## src/rtl/interboard_receiver.sv

```systemverilog
// Receiver side of the 4-phase interboard link: synchronizes Request_in, acknowledges
// each word and assembles {header, number} frames into one-cycle message or reset pulses.
module interboard_receiver #(
  parameter int TIMEOUT_CYCLES = 1_000_000
) (
  input  logic       clk,
  input  logic       rst,
  input  logic       Request_in,
  input  logic [5:0] inter_data_in,
  output logic       Ack_out,
  output logic       interboard_en,
  output logic [2:0] interboard_msg_type,
  output logic [4:0] interboard_number,
  output logic       interboard_rst,
  output logic       rx_busy,
  output logic       rx_error
);

  localparam int CNT_W = $clog2(TIMEOUT_CYCLES + 1);
  localparam logic [CNT_W-1:0] CNT_LAST = CNT_W'(TIMEOUT_CYCLES - 1);
  localparam logic [CNT_W-1:0] CNT_MAX  = '1;
  localparam logic [2:0]       TYPE_RESET = 3'b111;

  typedef enum logic [2:0] {
    IDLE,
    ACK_HDR,
    WAIT_NUM,
    ACK_NUM,
    DONE
  } state_t;

  state_t           state, state_nx;
  logic             req_m, req_s;
  logic [2:0]       hdr_type, hdr_nx;
  logic [4:0]       num_q, num_nx;
  logic             discard, discard_nx;
  logic [CNT_W-1:0] cnt;
  logic             err_nx;
  logic             ack_nx;

  always_comb begin
    // NOTE: every signal assigned here gets a default first, so no path can infer a latch.
    state_nx   = state;
    hdr_nx     = hdr_type;
    num_nx     = num_q;
    discard_nx = discard;
    err_nx     = 1'b0;
    unique case (state)
      IDLE: begin
        // Skipping the cycle right after a timeout pulse keeps rx_error to single-cycle pulses.
        if (req_s && !rx_error) begin
          state_nx = ACK_HDR;
          if (inter_data_in[5]) begin
            hdr_nx     = inter_data_in[2:0];
            discard_nx = 1'b0;
          end else begin
            err_nx     = 1'b1;
            discard_nx = 1'b1;
          end
        end
      end
      ACK_HDR: begin
        if (!req_s) state_nx = discard ? IDLE : WAIT_NUM;
      end
      WAIT_NUM: begin
        if (req_s) begin
          if (inter_data_in[5]) begin
            err_nx     = 1'b1;
            hdr_nx     = inter_data_in[2:0];
            discard_nx = 1'b0;
            state_nx   = ACK_HDR;
          end else begin
            num_nx   = inter_data_in[4:0];
            state_nx = ACK_NUM;
          end
        end else if (cnt >= CNT_LAST) begin
          err_nx   = 1'b1;
          state_nx = IDLE;
        end
      end
      ACK_NUM: begin
        if (!req_s) state_nx = DONE;
      end
      DONE:    state_nx = IDLE;
      default: state_nx = IDLE;
    endcase
  end

  assign ack_nx  = (state_nx == ACK_HDR) || (state_nx == ACK_NUM);
  assign rx_busy = (state != IDLE);

  // NOTE: sequential state uses non-blocking assignments so every flop samples pre-edge values.
  always_ff @(posedge clk or negedge rst) begin
    if (!rst) begin
      req_m               <= 1'b0;
      req_s               <= 1'b0;
      state               <= IDLE;
      hdr_type            <= '0;
      num_q               <= '0;
      discard             <= 1'b0;
      cnt                 <= '0;
      Ack_out             <= 1'b0;
      rx_error            <= 1'b0;
      interboard_en       <= 1'b0;
      interboard_rst      <= 1'b0;
      interboard_msg_type <= '0;
      interboard_number   <= '0;
    end else begin
      req_m          <= Request_in;
      req_s          <= req_m;
      state          <= state_nx;
      hdr_type       <= hdr_nx;
      num_q          <= num_nx;
      discard        <= discard_nx;
      Ack_out        <= ack_nx;
      rx_error       <= err_nx;
      interboard_en  <= 1'b0;
      interboard_rst <= 1'b0;
      // Held at zero outside WAIT_NUM, so it is already clear on entry; saturates at all-ones.
      if (state != WAIT_NUM)  cnt <= '0;
      else if (cnt != CNT_MAX) cnt <= cnt + 1'b1;
      if (state == DONE) begin
        if (hdr_type == TYPE_RESET) begin
          interboard_rst <= 1'b1;
        end else begin
          interboard_en       <= 1'b1;
          interboard_msg_type <= hdr_type;
          interboard_number   <= num_q;
        end
      end
    end
  end

endmodule

```

## config.mk

```make
export PLATFORM = sky130hd
export DESIGN_NAME = interboard_receiver
export DESIGN_NICKNAME = d
export VERILOG_FILES = /design/src/rtl/interboard_receiver.sv
export SDC_FILE = /design/constraint.sdc
export NUM_CORES = 1
export LEC_CHECK = 0
export CORE_ASPECT_RATIO = 1.75
export CORE_UTILIZATION = 50
export DETAILED_ROUTE_END_ITERATION = 7
export PLACE_DENSITY_LB_ADDON = 0.1
export SYNTH_ARGS = -nofsm -noshare
export SYNTH_HDL_FRONTEND = slang
export SYNTH_SLANG_ARGS = --single-unit
```

## constraint.sdc

```tcl
create_clock -name clk -period 3.35 [get_ports clk]
set_input_delay 0.335 -clock clk [delete_from_list [all_inputs] [get_ports clk]]
set_output_delay 0.335 -clock clk [all_outputs]
set_load 0.01 [all_outputs]
```

==> flow_metrics.env, run 1 <==
export IMPL_synth_area_mm2=0.002147
export IMPL_regArea_mm2=0.001151
export IMPL_vias_per_cell=5.936
export IMPL_antenna_cells=0
export IMPL_antenna_found_initial=0
export IMPL_fp_dieH_um=88.69
export IMPL_hp_class="input port to asynchronous set/reset pin"
export IMPL_gp_congestion=0.8482
export IMPL_hold_buffers=0
export IMPL_period_share_pct=58.41
export IMPL_fillers=365
export IMPL_postRouteAntennaNets=0
export IMPL_cts_sinks=46
export IMPL_clk_pin_slew_ps=100
export IMPL_portBuffers=21
export IMPL_clkLatencyLatePin_ps=310
export IMPL_syn_nets=200
export IMPL_slew_violations=0
export IMPL_vdd_drop_max_mv=0.4146
export IMPL_synth_seq_cells=46
export IMPL_die_area_mm2=0.004570
export IMPL_grt_use_total_pct=21.42
export IMPL_hold_ws_ps=190.3
export IMPL_drt_iter0_drc=31
export IMPL_cts_root_buf="clkbuf_8"
export IMPL_cp_data_arrival_time_ps=1620
export IMPL_die_w_um=51.54
export IMPL_wl_per_cell_um=16.30
export IMPL_post_route_min_period_ps=1957
export IMPL_final_cell_area_mm2=0.002504
export IMPL_core_mm2=0.004111
export IMPL_grt_pass1_vias=1610
export IMPL_drv_cap=0
export IMPL_slowest_stage="dfrtp_1"
export IMPL_cts_tree="built"
export IMPL_rsz0062_at_grt="no"
export IMPL_pin_count=22
export IMPL_pwr_share_clk_pct=28.3
export IMPL_hold_viol=0
export IMPL_switching_power_uw=393.4
export IMPL_clk_path_buf_depth=2
export IMPL_area_delta_synth_final_pct=16.61
export IMPL_multiInputGateArea_um2=964.7
export IMPL_dpl_cell_count=256
export IMPL_finalSetupViolCount=0
export IMPL_synth_avg_cell_area_um2=11.30
export IMPL_start_util_pct=52.22
export IMPL_ys_types=42
export IMPL_skew_ps=15.17
export IMPL_synthArstFlopShare_pct=100.0
export IMPL_crit_fanout=11
export IMPL_worst_setup_path_end_kind="output port"
export IMPL_synth_yosys_seq_area_share_pct=53.61
export IMPL_seqPwrFrac_pct=50.7
export IMPL_fmax_mhz=511.0
export IMPL_leakagePower_uw=0.001060
export IMPL_p_total_uw=1451
export IMPL_vias=1567
export IMPL_combPwrFrac_pct=20.9
export IMPL_grt_max_degree=47
export IMPL_gr_total_overflow=0
export IMPL_post_cts_buffers=0
export IMPL_tightest_slew_ps=983.8
export IMPL_dp_final_hpwl_mm=3.107
export IMPL_tns_ps=0
export IMPL_slew_headroom_pct=34.41
export IMPL_path_class="register to output port"
export IMPL_drt_total_wl_mm=4.304
export IMPL_p_per_area_mw_per_mm2=579.4
export IMPL_drive_above_1_share_pct=13.02
export IMPL_cpPeakStageDelay_ps=490
export IMPL_cts_max_level=2
export IMPL_required_ps=3010
export IMPL_swShare_pct=27.12
export IMPL_first_pass_iters=4
export IMPL_fin_cells=264
export IMPL_synthFlopType="dfrtp_1"
export IMPL_status="finished clean"
export IMPL_fin_nets=224
export IMPL_placed_area_mm2=0.002394
export IMPL_path_cells="nor3_1, inv_1, clkdlybuf4s50_1"
export IMPL_synth_warnings=0
export IMPL_cts_buffers=5
export IMPL_synth_edf_count=0
export IMPL_rows=31
export IMPL_grt_pass1_wl_mm=7.196
export IMPL_cts_resized=0
export IMPL_netlist_instances=190
export IMPL_drc=0
export IMPL_cp_start_kind="register"
export IMPL_internal_power_uw=1057
[sequential cells by signal, indices dropped and copies added, names as in the netlist, 3 cells and up]
| register | cells |
|---|---|
| interboard_number | 5 |
| cnt | 20 |
| interboard_msg_type | 3 |
| state | 3 |
| num_q | 5 |
| hdr_type | 3 |
[layout by cell type (no fill, tap or decap), drive strengths merged, types with 2 or more instances in the layout]
cell	synthesis	final
nor3	7	7
and4	5	5
nand2b	3	3
nand2	8	8
a31oi	9	9
mux2i	3	3
nor4	3	3
nand4	4	4
nand3	12	12
o21ai	5	5
o22a	3	3
dfrtp	46	46
a211oi	3	3
xnor2	7	7
clkbuf	2	6
inv	3	3
nand3b	2	2
clkdlybuf4s50	0	20
mux2	13	13
a21oi	5	5
xor2	3	3
and3	7	7
nor2	20	20
and2	3	3
o22ai	2	2
[worst max-delay path: cells and delay by family, from the launching register on]
kind	cells	cell delay [ps]
buffers and inverters	2	550
flip-flops	1	490
AND/OR/NAND/NOR	1	280
[stage by stage]
step | setup slack [ps] | util [%]
after floorplan | 1746 | -
after global placement | 1573 | 58.22
after detailed placement | 1553 | 58.22
after CTS | 1403 | 60.89
after global routing | 1346 | 60.89
final | 1393 | 60.89
[cell type report]
type                    instances  share of cell area, %
inverters                       3                 0.4498
well taps                      49                  2.449
flip-flops and latches         46                  45.98
clock buffers                   6                  2.899
repair buffers                 21                  8.196
clock inverters                 2                  1.499
multi-input cells             137                  38.53
[power groups by stage]
stage                     combinational, µW  clock (µW)  sequential (µW)
after CTS                               309         420              737
after floorplan                         156           0              741
after detailed placement                309           0              749
final                                   303         411              736
after global routing                    333         440              750
after global placement                  299           0              739
[kinds of logic after synthesis]
group / count (synthesis) / share of synthesized area, %
xor+xnor: 10 / 4.080
fa+ha+maj: 1 / 0.5827
compound gates: 31 / 9.848
mux: 16 / 8.217
flops: 46 / 53.61
simple gates: 79 / 22.20
buf+inv: 7 / 1.457
[worst paths after layout]
kind | slack (ps) | cells past startpoint | endpoint | start
setup / recovery | 1390 | 3 | rx_busy | state[1]
hold / removal | 190 | 1 | hdr_type[0] | rst
hold reg to reg | 380 | 0 | req_s | req_m
min in group clk | 380 | 0 | req_s | req_m
setup reg to reg | 1540 | 6 | cnt[0] | cnt[0]
max in group asynchronous | 2550 | 1 | cnt[13] | rst
[synthesized netlist by cell type, types with 2 or more instances]
cell       n  share of area, %
xor2_1     3               1.2
o21ai_0    5               1.2
mux2i_1    3               1.4
nand4_1    4               1.2
nor2_1    20               3.5
o22a_1     3               1.2
a21oi_1    5               1.2
nor3_1     6               1.4
nand2_1    8               1.4
and4_1     5               2.0
nand3_1   10               2.3
mux2_2    13               6.8
dfrtp_1   46                54
a211oi_2   2               1.2
nand3b_1   2              0.70
inv_1      3              0.52
a31oi_1    9               2.6
xnor2_1    7               2.9
and3_1     7               2.0
clkbuf_1   2              0.35
o22ai_1    2              0.58
and2_1     3              0.87
nand2b_1   3              0.87
[per-layer routing]
metal,wire [µm],up-vias,part of all wire (%),track usage (%)
met5,0,-,0,0
met4,123,0,2.9,12.29
met3,113,9,2.6,3.952
met2,2329,29,54,39.08
met1,1739,777,40,22.22
li1,-,752,-,-
(Power assumes the default switching activity.)
==> run 2: changes to the inputs <==
Clock period 3.35 ns to 2.04 ns, I/O delays scaled along.
==> flow_metrics.env, run 2 (same netlist as run 1, synthesis figures left out) <==
export IMPL_cts_tree="built"
export IMPL_gp_congestion=0.8661
export IMPL_antenna_found_initial=0
export IMPL_cts_max_level=2
export IMPL_clkLatencyLatePin_ps=290
export IMPL_pre_cts_ws_ps=215.1
export IMPL_drt_total_wl_mm=4.482
export IMPL_cp_start_kind="register"
export IMPL_portBuffers=21
export IMPL_vdd_drop_max_mv=0.4790
export IMPL_r2r_slack_ps=190
export IMPL_tightest_slew_ps=587.6
export IMPL_cpPeakStageDelay_ps=420
export IMPL_fp_dieH_um=88.69
export IMPL_cts_root_buf="clkbuf_8"
export IMPL_clk_path_buf_depth=2
export IMPL_slew_headroom_pct=60.73
export IMPL_fin_nets=227
export IMPL_rr_worst_depth=6
export IMPL_r2r_end="cnt[2]"
export IMPL_area_delta_synth_final_pct=17.89
export IMPL_path_class="register to register"
export IMPL_largest_reg_flops=20
export IMPL_drv_cap=0
export IMPL_fillers=362
export IMPL_largest_registers="cnt x20, interboard_number x5, num_q x5"
export IMPL_antenna_cells=0
export IMPL_skew_ps=7.949
export IMPL_required_ps=2270
export IMPL_period_share_pct=90.63
export IMPL_tns_ps=0
export IMPL_first_pass_iters=4
export IMPL_top_register="cnt"
export IMPL_status="finished clean"
export IMPL_grt_max_degree=24
export IMPL_vias_per_cell=5.989
export IMPL_layout_setup_ws_ps=191.2
export IMPL_wl_per_cell_um=16.85
export IMPL_core_mm2=0.004111
export IMPL_leakagePower_uw=0.001080
export IMPL_slew_violations=0
export IMPL_drive_above_1_share_pct=13.82
export IMPL_gr_total_overflow=0
export IMPL_fin_cells=266
export IMPL_worstReg2RegStart="cnt[1]"
export IMPL_worst_setup_path_end_kind="register"
export IMPL_drc=0
export IMPL_cts_buffers=5
export IMPL_p_per_area_mw_per_mm2=946.2
export IMPL_grt_use_total_pct=21.86
export IMPL_rows=31
export IMPL_vias=1593
export IMPL_postRouteAntennaNets=0
export IMPL_grt_pass1_wl_mm=7.362
export IMPL_mostFrequentLayoutCells="dfrtp_1 (46), nor2_1 (20), clkdlybuf4s50_1 (20)"
export IMPL_die_w_um=51.54
export IMPL_pin_count=22
export IMPL_finalSetupViolCount=0
export IMPL_fmax_mhz=540.9
export IMPL_clk_pin_slew_ps=80
export IMPL_cts_resized=0
export IMPL_cts_sinks=46
export IMPL_post_route_min_period_ps=1849
export IMPL_dpl_cell_count=258
export IMPL_rsz0062_at_grt="no"
export IMPL_hold_viol=0
export IMPL_die_area_mm2=0.004570
export IMPL_path_cells="ha_1, nand3_4, nor3_4, nand3_2, a21oi_1, a31o_1"
export IMPL_slowest_stage="nor3_4"
export IMPL_cp_data_arrival_time_ps=2070
export IMPL_crit_fanout=9
export IMPL_dp_final_hpwl_mm=3.388
export IMPL_drt_iter0_drc=37
export IMPL_crit_start="cnt[1]"
export IMPL_start_util_pct=52.22
export IMPL_hp_class="input port to asynchronous set/reset pin"
export IMPL_final_common_cell="dfrtp_1"
export IMPL_grt_pass1_vias=1670
[run 2: layer usage]
layer	track usage (%)	up-vias	share of wire [%]
li1	-	755	-
met1	21.38	791	36
met2	41.44	34	58
met3	3.436	13	2.4
met4	13.02	0	3.2
met5	0	-	0
[run 2: worst max path at each step]
stage,end,slack (ps),cells past startpoint
CTS,cnt[1],200,6
global route,cnt[0],40,6
detailed placement,cnt[1],220,6
floorplan,cnt[2],440,5
finish,cnt[2],190,6
global placement,rx_error,290,6
[run 2: where the power goes]
| part | leakage (µW) | total, µW | switching (µW) | internal [µW] |
|---|---|---|---|---|
| logic | 0.000418 | 509 | 216 | 293 |
| clock network | 0.0000573 | 674 | 282 | 392 |
| registers | 0.000605 | 1210 | 130 | 1080 |
[run 2: layout make-up]
type,count,area (µm²),area share (%)
clock buffers,6,82.58,3.262
clock inverters,1,30.03,1.186
inverters,3,11.26,0.4449
multi-input cells,137,964.7,38.11
flip-flops and latches,46,1151,45.48
well taps,49,61.31,2.422
repair buffers,24,230.2,9.095
[run 2: critical path, delay by kind of cell (launching register included)]
family	cells	cell delay, ps
AND/OR/NAND/NOR	3	760
flip-flops	1	410
adder cells (fa/ha/maj)	1	280
AO/OA/AOI/OAI	2	320
[run 2: through the flow]
stage / total power (µW) / cell area [µm²] / util, % / hold WS, ps
floorplan: 1473 / 2147 / - / -91.59
global placement: 1707 / 2409 / 58.58 / 16.49
detailed placement: 1748 / 2409 / 58.58 / 23.75
CTS: 2417 / 2531 / 61.56 / 254.6
global route: 2519 / 2531 / 61.56 / 256.4
finish: 2395 / 2531 / 61.56 / 255.1
[run 2: repair_timing]
action,4_1_cts,5_1_grt
setup endpoints to repair,0,0
endpoints found under the hold margin,46,0
setup buffers,0,0
hold buffers,1,0
